<file path="src/rtl/bcd_to_binary.sv">
// Sequential BCD-to-binary converter using reverse double-dabble: one right shift per clock,
// then subtract 3 from every BCD nibble that lands at 8 or above.
module bcd_to_binary #(
    parameter int unsigned OUTPUT_WIDTH   = 16,
    parameter int unsigned DECIMAL_DIGITS = 4
) (
    input  logic                        i_clk,
    input  logic                        i_resetn,
    input  logic [4*DECIMAL_DIGITS-1:0] i_bcd,
    input  logic                        i_start,
    output logic [OUTPUT_WIDTH-1:0]     o_binary,
    output logic                        o_dv,
    output logic                        o_error,
    output logic                        o_busy
);

    localparam int unsigned BcdW = 4 * DECIMAL_DIGITS;
    localparam int unsigned ScrW = BcdW + OUTPUT_WIDTH;
    localparam int unsigned CntW = $clog2(OUTPUT_WIDTH + 1);
    localparam logic [CntW-1:0] LastIter = CntW'(OUTPUT_WIDTH - 1);

    function automatic longint unsigned pow10(input int unsigned n);
        longint unsigned p;
        p = 64'd1;
        for (int unsigned k = 0; k < n; k++) begin
            p = p * 64'd10;
        end
        return p;
    endfunction

    localparam longint unsigned DecRange = pow10(DECIMAL_DIGITS);
    localparam longint unsigned BinRange = 64'd1 << OUTPUT_WIDTH;

    // Too narrow a result would leave residue in the BCD part after the last iteration.
    if (DecRange > BinRange) begin : g_bad_width
        $error("bcd_to_binary: OUTPUT_WIDTH too small for DECIMAL_DIGITS");
    end

    typedef enum logic [0:0] {
        StIdle,
        StConvert
    } state_e;

    state_e                  state_q, state_d;
    logic [ScrW-1:0]         scratch_q, scratch_d;
    logic [CntW-1:0]         cnt_q, cnt_d;
    logic [OUTPUT_WIDTH-1:0] binary_q, binary_d;
    logic                    dv_q, dv_d;
    logic                    error_q, error_d;
    logic                    busy_q, busy_d;

    logic [ScrW-1:0]         shifted;
    logic [ScrW-1:0]         iter;
    logic                    bcd_invalid;

    always_comb begin
        shifted = scratch_q >> 1;
        iter    = shifted;
        for (int i = 0; i < int'(DECIMAL_DIGITS); i++) begin
            if (shifted[OUTPUT_WIDTH+4*i +: 4] >= 4'd8) begin
                iter[OUTPUT_WIDTH+4*i +: 4] = shifted[OUTPUT_WIDTH+4*i +: 4] - 4'd3;
            end
        end
    end

    always_comb begin
        bcd_invalid = 1'b0;
        for (int i = 0; i < int'(DECIMAL_DIGITS); i++) begin
            if (i_bcd[4*i +: 4] > 4'd9) begin
                bcd_invalid = 1'b1;
            end
        end
    end

    always_comb begin
        state_d   = state_q;
        scratch_d = scratch_q;
        cnt_d     = cnt_q;
        binary_d  = binary_q;
        dv_d      = 1'b0;
        error_d   = error_q;
        busy_d    = busy_q;
        case (state_q)
            StIdle: begin
                if (i_start) begin
                    if (bcd_invalid) begin
                        binary_d = '0;
                        error_d  = 1'b1;
                        dv_d     = 1'b1;
                    end else begin
                        scratch_d = {i_bcd, {OUTPUT_WIDTH{1'b0}}};
                        cnt_d     = '0;
                        busy_d    = 1'b1;
                        state_d   = StConvert;
                    end
                end
            end
            StConvert: begin
                scratch_d = iter;
                cnt_d     = cnt_q + 1'b1;
                if (cnt_q == LastIter) begin
                    binary_d = iter[OUTPUT_WIDTH-1:0];
                    error_d  = 1'b0;
                    dv_d     = 1'b1;
                    busy_d   = 1'b0;
                    state_d  = StIdle;
                end
            end
            default: state_d = StIdle;
        endcase
    end

    always_ff @(posedge i_clk or negedge i_resetn) begin
        if (!i_resetn) begin
            state_q   <= StIdle;
            scratch_q <= '0;
            cnt_q     <= '0;
            binary_q  <= '0;
            dv_q      <= 1'b0;
            error_q   <= 1'b0;
            busy_q    <= 1'b0;
        end else begin
            state_q   <= state_d;
            scratch_q <= scratch_d;
            cnt_q     <= cnt_d;
            binary_q  <= binary_d;
            dv_q      <= dv_d;
            error_q   <= error_d;
            busy_q    <= busy_d;
        end
    end

    assign o_binary = binary_q;
    assign o_dv     = dv_q;
    assign o_error  = error_q;
    assign o_busy   = busy_q;

endmodule

</file>
<file path="config.mk">
export PLATFORM = sky130hd
export DESIGN_NAME = bcd_to_binary
export DESIGN_NICKNAME = d
export VERILOG_FILES = /design/src/rtl/bcd_to_binary.sv
export SDC_FILE = /design/constraint.sdc
export NUM_CORES = 1
export LEC_CHECK = 0
export BUFFER_PORTS_ARGS = -buffer_cell sky130_fd_sc_hd__buf_2
export CAP_MARGIN = 20
export CORE_MARGIN = 2
export CORE_UTILIZATION = 35
export DETAILED_ROUTE_END_ITERATION = 10
export PLACE_DENSITY = 0.51
export SETUP_SLACK_MARGIN = 0.02
export SYNTH_ARGS = -nofsm -noshare
export SYNTH_HDL_FRONTEND = slang
export SYNTH_SLANG_ARGS = --single-unit
export TNS_END_PERCENT = 10
</file>
<file path="constraint.sdc">
create_clock -name i_clk -period 2.45 [get_ports i_clk]
set_input_delay 0.1225 -clock i_clk [delete_from_list [all_inputs] [get_ports i_clk]]
set_output_delay 0.1225 -clock i_clk [all_outputs]
set_load 0.005 [all_outputs]
</file>
* Word-level counts from Yosys, hierarchy flattened
Cells that the tools add are included.
Word-level totals: bits in registers 57, bits of input ports 19, output and inout port bits 19, logic and storage cells 62
Cells by class: add/subtract/negate cells 5, order comparisons 8, equal/unequal tests 5, multiplexer cells 33, bitwise gates (word level) 1, reductions and logical operators 3
Operator list (number):
- $mux W32 | 2
- $pmux W32 S2 | 1
- $mux W16 | 3
- $pmux W16 S2 | 1
- $gt A4 B4 Y1 const B | 4
- $mux W4 | 4
- $mux W1 | 15
- $ge A4 B4 Y1 const B | 3
- $sub A4 B2 Y4 const B | 3
- $mux W5 | 2
- $pmux W5 S2 | 1
- $pmux W1 S2 | 4
- $ne A2 B2 Y1 const B | 3
- $reduce_and A3 Y1 | 2
- $add A5 B1 Y5 const B | 1
- $eq A5 B4 Y1 const B | 1
- $ge A3 B4 Y1 const B | 1
- $sub A3 B2 Y4 const B | 1
- $ne A2 B1 Y1 const B | 1
- $reduce_and A2 Y1 | 1
- $not A1 Y1 | 1

* Logic depth before layout (Yosys ltp)
Gate-level depths: netlist of the first run.
depth after elaboration 8, mapped depth 8, depth with buffers taken out 6

* Worst setup path after synthesis of the first run
OpenSTA, ideal clock, no wires.
kind reg-to-reg, start reg cnt_q[0], end reg binary_q[0] (netlist: o_binary[0]), arrival time 1556 ps, data required time 2326 ps, slack 770 ps, stages on the path, launching flop included 9, path buffers 2, path through dfrtp_1 > ha_1 > and3_1 > ha_1 > and2_1 > buf_2 > clkbuf_1 > nand2_1 > a21oi_1
On the way: longest elaborated chain between the ends 3
Ends and longest elaborated chain:
- start, declared | line 46 | logic [CntW-1:0] cnt_q, cnt_d;
- start signal, assigned | line 125 | cnt_q <= cnt_d;
- $eq A5 B4 Y1 | line 101 | if (cnt_q == LastIter) begin
- $ne A2 B1 Y1 (no line)
- $reduce_and A3 Y1 (no line)
- end signal, assigned | line 126 | binary_q <= binary_d;
- end, declared | line 47 | logic [OUTPUT_WIDTH-1:0] binary_q, binary_d;
No other way between the ends. A chain may end at the register's enable or synchronous reset.

* Final worst setup path of the first run
Same ends and word-level chain as after synthesis.

==> summary.txt, run 1 <==
Finish
  – # nets final: 329
  – Number of diodes: 0
  – Fill count: 754
  – Layout cells sized above 1: 0.1848
  – Area Growth Syn to Fin: 14.67%

Drt
  – WL final: 5.792 mm
  – Drt first pass iters: 4
  – Total number of vias: 2,002
  – DRT iter0 DRCs: 116
  – Via density: 4.980
  – DRC viols: 0
  – ANT nets after route: 0
  – DR WL/cell: 14.41 um

Setup path
  – Crit. Startpoint: cnt_q[0]$_DFFE_PN0P_
  – Cell chain of the critical path: ha_1 > and3_1 > ha_1 > and2_1 > nand2_1 > a21oi_1
  – Crit start category: flip-flop
  – Crit path max-delay family: simple AND/OR/NAND/NOR gates
  – Reg-to-reg endpoint: o_binary[0]$_DFFE_PN0P_
  – CP max-delay cell: and2_1
  – Worst Setup EP: o_binary[0]$_DFFE_PN0P_
  – CP required: 2700 ps
  – Critical path arrival: 2130 ps
  – Worst r2r path cells: 6
  – CP Class: reg2reg
  – Reg2Reg Launch Point: cnt_q[0]$_DFFE_PN0P_
  – Most used cell along the critical path: ha_1
  – Buffer and inverter count on the worst path: 0
  – Slowest cell delay on critical path: 580 ps
  – WP depth: 6
  – Crit. End Element: flip-flop
  – Worst Path Max Fanout: 17
  – Flop-to-flop setup slack: 570 ps

Hold path
  – Hold_sp: i_bcd[0]
  – Worst Hold Class: in2reg

Power and ir drop
  – Maximum vdd ir drop: 0.3456 mV
  – Power per cell area: 977.8 nW/um2
  – Total power: 2.917 mW
  – Leakage power: 1.394 nW

STA
  – Fin. max-slew vios: 0
  – Setup ws final: 566.3 ps
  – Post-route minimum period: 1884 ps
  – Worst-margin pin slew: 1012 ps
  – Slew HR: 0.3255
  – Final hold slack: 37.43 ps
  – Fin crit share: 0.7689
  – Final Hold Viols: 0
  – Final Setup Violations: 0
  – RSZ-0062 raised after global routing: no
  – Fin Setup TNS: 0 ps
  – Fmax: 530.9 MHz
  – Clock Skews: 15.30 ps

Synthesis
  – Most frequent cell after synthesis: dfrtp_1
  – Synth warnings: 0
  – Yosys top cell by area: dfrtp_1
  – Mapped cell area: 2601 um2
  – Flop and latch count out of synthesis: 56
  – Post-synth cell types: 30
  – Mapped Cells: 268
  – Main synth FF type: dfrtp_1
  – Post-synthesis async set-or-reset flop share: 1.000
  – Mean Syn Cell Area: 9.706 um2
  – Top area cells in the synthesized netlist: dfrtp_1 (54%), nand2_1 (7.9%), o21ai_1 (7.3%)
  – EDFF count, synth: 0
  – Syn Nets: 295
  – Seq/Total Area, Yosys: 0.5387
  – Most frequent cells after synthesis: dfrtp_1 (56), nand2_1 (55), o21ai_1 (38)
  – Post-synth top area share: 0.5387

Die
  – Core ar.: 7214 um2
  – Initial Util: 0.3606
  – DIE HEIGHT: 90.21 um
  – Die area: 8138 um2
  – Die width: 90.21 um
  – FP Rows: 31
  – IO Pins: 38

Clock tree
  – Max Root-Sink Buffers: 2
  – Root buffer cell: clkbuf_8
  – Clk slew on worst S/H paths: 110 ps
  – Clk_lat worst skew: 320 ps
  – Num CTS Buffers: 5
  – TritonCTS clock tree: built
  – H-tree depth: 2
  – Sink Count: 56

Placement
  – Placement Setup Slack: 544.7 ps
  – Global placement routability congestion: 0.6949
  – IO buf count: 37
  – Final HPWL DP: 3.798 mm

Global routing
  – Vias in the first global route: 1,907
  – Total GRT Usage: 0.1497
  – Largest net degree at the start of global routing: 33
  – Antenna violations before repair: 0
  – First-pass GRT wire length: 9.846 mm
  – GRT overflow: 0

Run status
  – Run status: finished clean

Run
  – Total of max-cap violations: 0
==> area by class of cell <==
cell class                 count  area, um2  area share
clock inverter                 3      22.52    0.007550
multi-input combinational    186       1092      0.3662
clock buffer                   5      68.82     0.02307
inverter                       9      33.78     0.01133
timing repair buffer          44      240.2     0.08054
sequential                    56       1401      0.4698
tap                           99      123.9     0.04153
==> power breakdown <==
part	internal [mW]	switching, mW	total (mW)
logic	0.427	0.486	0.914
registers	1.19	0.279	1.47
clock network	0.206	0.327	0.533
total	1.82	1.09	2.92
==> cell usage in the layout (no fill, tap or decap), types with 2 or more instances in the layout <==
master,n
o211a_1,3
nand3_1,2
nand2_1,55
ha_1,8
dfrtp_1,56
nor2b_1,3
o21ai_1,38
a221o_1,15
or2_1,2
nor2_1,13
clkbuf_8,5
o22ai_1,3
a21oi_1,23
mux2i_1,4
inv_1,7
buf_2,37
xnor2_1,7
inv_2,2
buf_4,6
==> sequential cells by signal, summed over array words and instances, names as in the netlist <==
signal / count
scratch_q: 31
o_binary: 16
cnt_q: 5
o_busy: 1
o_dv: 1
o_error: 1
state_q: 1
==> per-stage QoR <==
stage | cell area, um2 | util | std cells
2_1_floorplan | 2601 | - | 268
3_3_place_gp | 2882 | 0.3994 | 393
3_5_place_dp | 2882 | 0.3994 | 393
4_1_cts | 2983 | 0.4135 | 402
5_1_grt | 2983 | 0.4135 | 402
6_report | 2983 | 0.4135 | 402
==> logic make-up (layout without fill, tap and decap cells) <==
kind of cell               count (synthesis)  after routing  synth area share
buffers and inverters                     26             61           0.04137
adders and majority gates                  8              8           0.03848
DFF                                       56             56            0.5387
AOI/OAI and AO/OA                         84             84            0.1996
muxes                                      4              4           0.01539
xor gates and xnor gates                   8              8           0.02694
and+or+nand+nor                           82             82            0.1395
==> routing by layer <==
| layer | GRT usage | up-vias | share of wire | routed length [um] |
|---|---|---|---|---|
| met3 | 0.03185 | 8 | 0.043 | 248 |
| met2 | 0.2268 | 49 | 0.46 | 2676 |
| met1 | 0.2142 | 955 | 0.48 | 2779 |
| li1 | - | 990 | - | - |
| met4 | 0.04872 | 0 | 0.015 | 89 |
| met5 | 0 | - | 0 | 0 |
==> how the worst min path moves through the flow <==
stage                                end  depth (start not counted)
2_1_floorplan       cnt_q[0]$_DFFE_PN0P_                          0
3_3_place_gp    scratch_q[6]$_DFFE_PN0P_                          1
3_5_place_dp    scratch_q[5]$_DFFE_PN0P_                          1
4_1_cts        scratch_q[16]$_DFFE_PN0P_                          2
5_1_grt        scratch_q[16]$_DFFE_PN0P_                          2
6_report       scratch_q[16]$_DFFE_PN0P_                          2
==> timing repair <==
item | CTS | global route
buffers inserted | 0 | 0
endpoints found under the hold margin | 30 | 0
gates resized for setup | 0 | 0
hold buffers | 1 | 0
No activity file was read; power rests on OpenSTA's default activity.
==> run 2, diff against run 1 <==
--- a/config.mk
+++ b/config.mk
@@ -10,7 +10,7 @@
 export CORE_MARGIN = 2
 export CORE_UTILIZATION = 35
 export DETAILED_ROUTE_END_ITERATION = 10
-export PLACE_DENSITY = 0.51
+export PLACE_DENSITY = 0.53
 export SETUP_SLACK_MARGIN = 0.02
 export SYNTH_ARGS = -nofsm -noshare
 export SYNTH_HDL_FRONTEND = slang
==> constraint.sdc (replaced) <==
create_clock -name i_clk -period 1.7 [get_ports i_clk]
set_input_delay 0.085 -clock i_clk [delete_from_list [all_inputs] [get_ports i_clk]]
set_output_delay 0.085 -clock i_clk [all_outputs]
set_load 0.005 [all_outputs]
==> summary.txt, run 2 (same netlist as run 1, synthesis figures left out) <==
Setup path
  – Reg-to-reg endpoint: o_dv$_DFF_PN0_ (was o_binary[0]$_DFFE_PN0P_)
  – Crit start category: flip-flop (unchanged)
  – Critical path arrival: 1760 ps (was 2130 ps)
  – Reg2Reg Launch Point: cnt_q[1]$_DFFE_PN0P_ (was cnt_q[0]$_DFFE_PN0P_)
  – Flop-to-flop setup slack: 160 ps (was 570 ps)
  – Worst Path Max Fanout: 17 (unchanged)
  – Worst r2r path cells: 5 (was 6)
  – CP Class: reg2reg (unchanged)
  – Crit. End Element: flip-flop (unchanged)
  – CP required: 1920 ps (was 2700 ps)

Drt
  – DRT iter0 DRCs: 91 (was 116)
  – Via density: 4.940 (was 4.980)
  – DR WL/cell: 13.57 um (was 14.41 um)
  – Total number of vias: 2,050 (was 2,002)
  – Drt first pass iters: 4 (unchanged)
  – DRC viols: 0 (unchanged)
  – WL final: 5.631 mm (was 5.792 mm)
  – ANT nets after route: 0 (unchanged)

Power and ir drop
  – Switch Pwr: 1.591 mW (was 1.093 mW)
  – Leakage power: 1.476 nW (was 1.394 nW)
  – Int Power: 2.863 mW (was 1.824 mW)
  – Switching Fraction: 0.3572 (was 0.3746)
  – Maximum vdd ir drop: 0.4597 mV (was 0.3456 mV)
  – Power per cell area: 1411 nW/um2 (was 977.8 nW/um2)
  – Sequential power share: 0.466 (was 0.504)
  – Clock network fraction of design power: 0.204 (was 0.183)
  – Logic pwr share: 0.330 (was 0.313)

Finish
  – Commonest non-fill, non-tap cell in the layout: dfrtp_1 (unchanged)
  – Area Growth Syn to Fin: 21.31% (was 14.67%)
  – Layout cells sized above 1: 0.2089 (was 0.1848)
  – Number of diodes: 0 (unchanged)
  – Reg area: 1401 um2 (unchanged)
  – Multi-input logic area: 1105 um2 (was 1092 um2)
  – Most frequent cells in the layout: dfrtp_1 (56), nand2_1 (55), o21ai_1 (38), buf_2 (37), a21oi_1 (22) (was dfrtp_1 (56), nand2_1 (55), o21ai_1 (38), buf_2 (37), a21oi_1 (23))
  – Non-filler instance count after layout: 415 (was 402)
  – Max reg flops: 31 (unchanged)
  – Fill count: 751 (was 754)
  – # nets final: 342 (was 329)
  – Reg with most FFs: scratch_q (unchanged)

Clock tree
  – Post-CTS Setup Inserts: 0 (unchanged)
  – Num CTS Buffers: 5 (unchanged)
  – Clk_lat worst skew: 320 ps (about the same)
  – TritonCTS clock tree: built (unchanged)
  – Max Root-Sink Buffers: 2 (unchanged)
  – Root buffer cell: clkbuf_8 (unchanged)
  – Clk slew on worst S/H paths: 110 ps (about the same)
  – Sink Count: 56 (unchanged)
  – H-tree depth: 2 (unchanged)

Placement
  – IO buf count: 37 (unchanged)
  – Placement Setup Slack: -159.4 ps (was 544.7 ps)
  – Cells after DPL: 401 (was 393)
  – Final HPWL DP: 3.880 mm (was 3.798 mm)
  – Global placement routability congestion: 0.8144 (was 0.6949)

Die
  – FP Rows: 31 (unchanged)
  – DIE HEIGHT: 90.21 um (unchanged)
  – IO Pins: 38 (unchanged)
  – Initial Util: 0.3606 (unchanged)
  – Die area: 8138 um2 (unchanged)
  – Die width: 90.21 um (unchanged)
  – Core ar.: 7214 um2 (unchanged)

STA
  – Final hold slack: 9.772 ps (was 37.43 ps)
  – RSZ-0062 raised after global routing: no (unchanged)
  – Worst-margin pin slew: 691.6 ps (was 1012 ps)
  – Setup ws final: 161.5 ps (was 566.3 ps)
  – Fmax: 650.0 MHz (was 530.9 MHz)
  – Fin Setup TNS: 0 ps (unchanged)
  – Post-route minimum period: 1539 ps (was 1884 ps)
  – Fin crit share: 0.9050 (was 0.7689)
  – Clock Skews: 10.22 ps (was 15.30 ps)
  – Final Hold Viols: 0 (unchanged)
  – Slew HR: 0.5375 (was 0.3255)
  – Final Setup Violations: 0 (unchanged)
  – Fin. max-slew vios: 0 (unchanged)

Global routing
  – Vias in the first global route: 1,962 (was 1,907)
  – Total GRT Usage: 0.1476 (was 0.1497)
  – GRT overflow: 0 (unchanged)
  – Largest net degree at the start of global routing: 23 (was 33)
  – First-pass GRT wire length: 9.798 mm (was 9.846 mm)
  – Antenna violations before repair: 0 (unchanged)

Hold path
  – Hold Path End: scratch_q[19]$_DFFE_PN0P_ (was scratch_q[16]$_DFFE_PN0P_)
  – Worst Hold Class: in2reg (unchanged)
  – Hold_sp: i_bcd[3] (was i_bcd[0])
  – WHS Path Cells: 2 (unchanged)

Run
  – Total of max-cap violations: 0 (unchanged)

Run status
  – Run status: finished clean (unchanged)
-- run 2: cell types whose count changed in the layout (fill, tap and decap cells not counted), sizes merged --
cell | previous run | this run
inv | 10 | 9
buf | 43 | 51
dlygate4sd3 | 1 | 6
bufinv | 0 | 1
-- run 2: worst max path at each step --
| stage | start | to | slack [ps] |
|---|---|---|---|
| floorplan | cnt_q[0]$_DFFE_PN0P_ | o_binary[0]$_DFFE_PN0P_ | 20 |
| global placement | cnt_q[1]$_DFFE_PN0P_ | o_binary[9]$_DFFE_PN0P_ | -50 |
| detailed placement | cnt_q[1]$_DFFE_PN0P_ | o_binary[12]$_DFFE_PN0P_ | -160 |
| CTS | cnt_q[1]$_DFFE_PN0P_ | o_dv$_DFF_PN0_ | 30 |
| global route | cnt_q[1]$_DFFE_PN0P_ | o_binary[14]$_DFFE_PN0P_ | 20 |
| finish | cnt_q[1]$_DFFE_PN0P_ | o_dv$_DFF_PN0_ | 160 |
-- run 2: layout make-up --
| class | instances | area share |
|---|---|---|
| Inverter | 9 | 0.01071 |
| Clock inverter | 3 | 0.01507 |
| Tap cell | 99 | 0.03925 |
| Timing Repair Buffer | 57 | 0.1190 |
| Multi-Input combinational cell | 186 | 0.3501 |
| Sequential cell | 56 | 0.4441 |
| Clock buffer | 5 | 0.02181 |
-- run 2: critical path, stage by stage, from the launching register on --
cell,delay (ps)
dfrtp_1,410
ha_1,200
and3_1,150
ha_1,220
and2_4,240
or2_1,230
-- run 2: repair_timing --
| item | in CTS | in global routing |
|---|---|---|
| pin swaps | 0 | 0 |
| endpoints found under the hold margin | 22 | 2 |
| endpoints found under the setup margin | 17 | 29 |
| gates resized for setup | 2 | 2 |
| hold buffers | 4 | 2 |
-- run 2: routing by layer --
| layer | GRT usage | wire length (um) | vias up |
|---|---|---|---|
| met5 | 0 | 0 | - |
| met4 | 0.04231 | 55 | 0 |
| met3 | 0.03185 | 229 | 4 |
| met2 | 0.2224 | 2511 | 45 |
| met1 | 0.2146 | 2835 | 983 |
| li1 | - | - | 1018 |
-- run 2: metrics by stage --
step / cell area, um2 / total power [mW] / utilization
after floorplan: 2601 / 3.082 / -
after global placement: 2967 / 3.547 / 0.4112
after detailed placement: 2967 / 3.573 / 0.4112
after CTS: 3131 / 4.508 / 0.4339
after global routing: 3156 / 4.831 / 0.4374
final: 3156 / 4.453 / 0.4374
-- run 2: power groups by stage --
stage / Clock, mW / Sequential (mW) / Combinational [mW]
floorplan: 0 / 2.00 / 1.08
global placement: 0 / 2.10 / 1.44
detailed placement: 0 / 2.10 / 1.47
CTS: 0.942 / 2.08 / 1.49
global route: 0.999 / 2.15 / 1.69
finish: 0.910 / 2.07 / 1.47
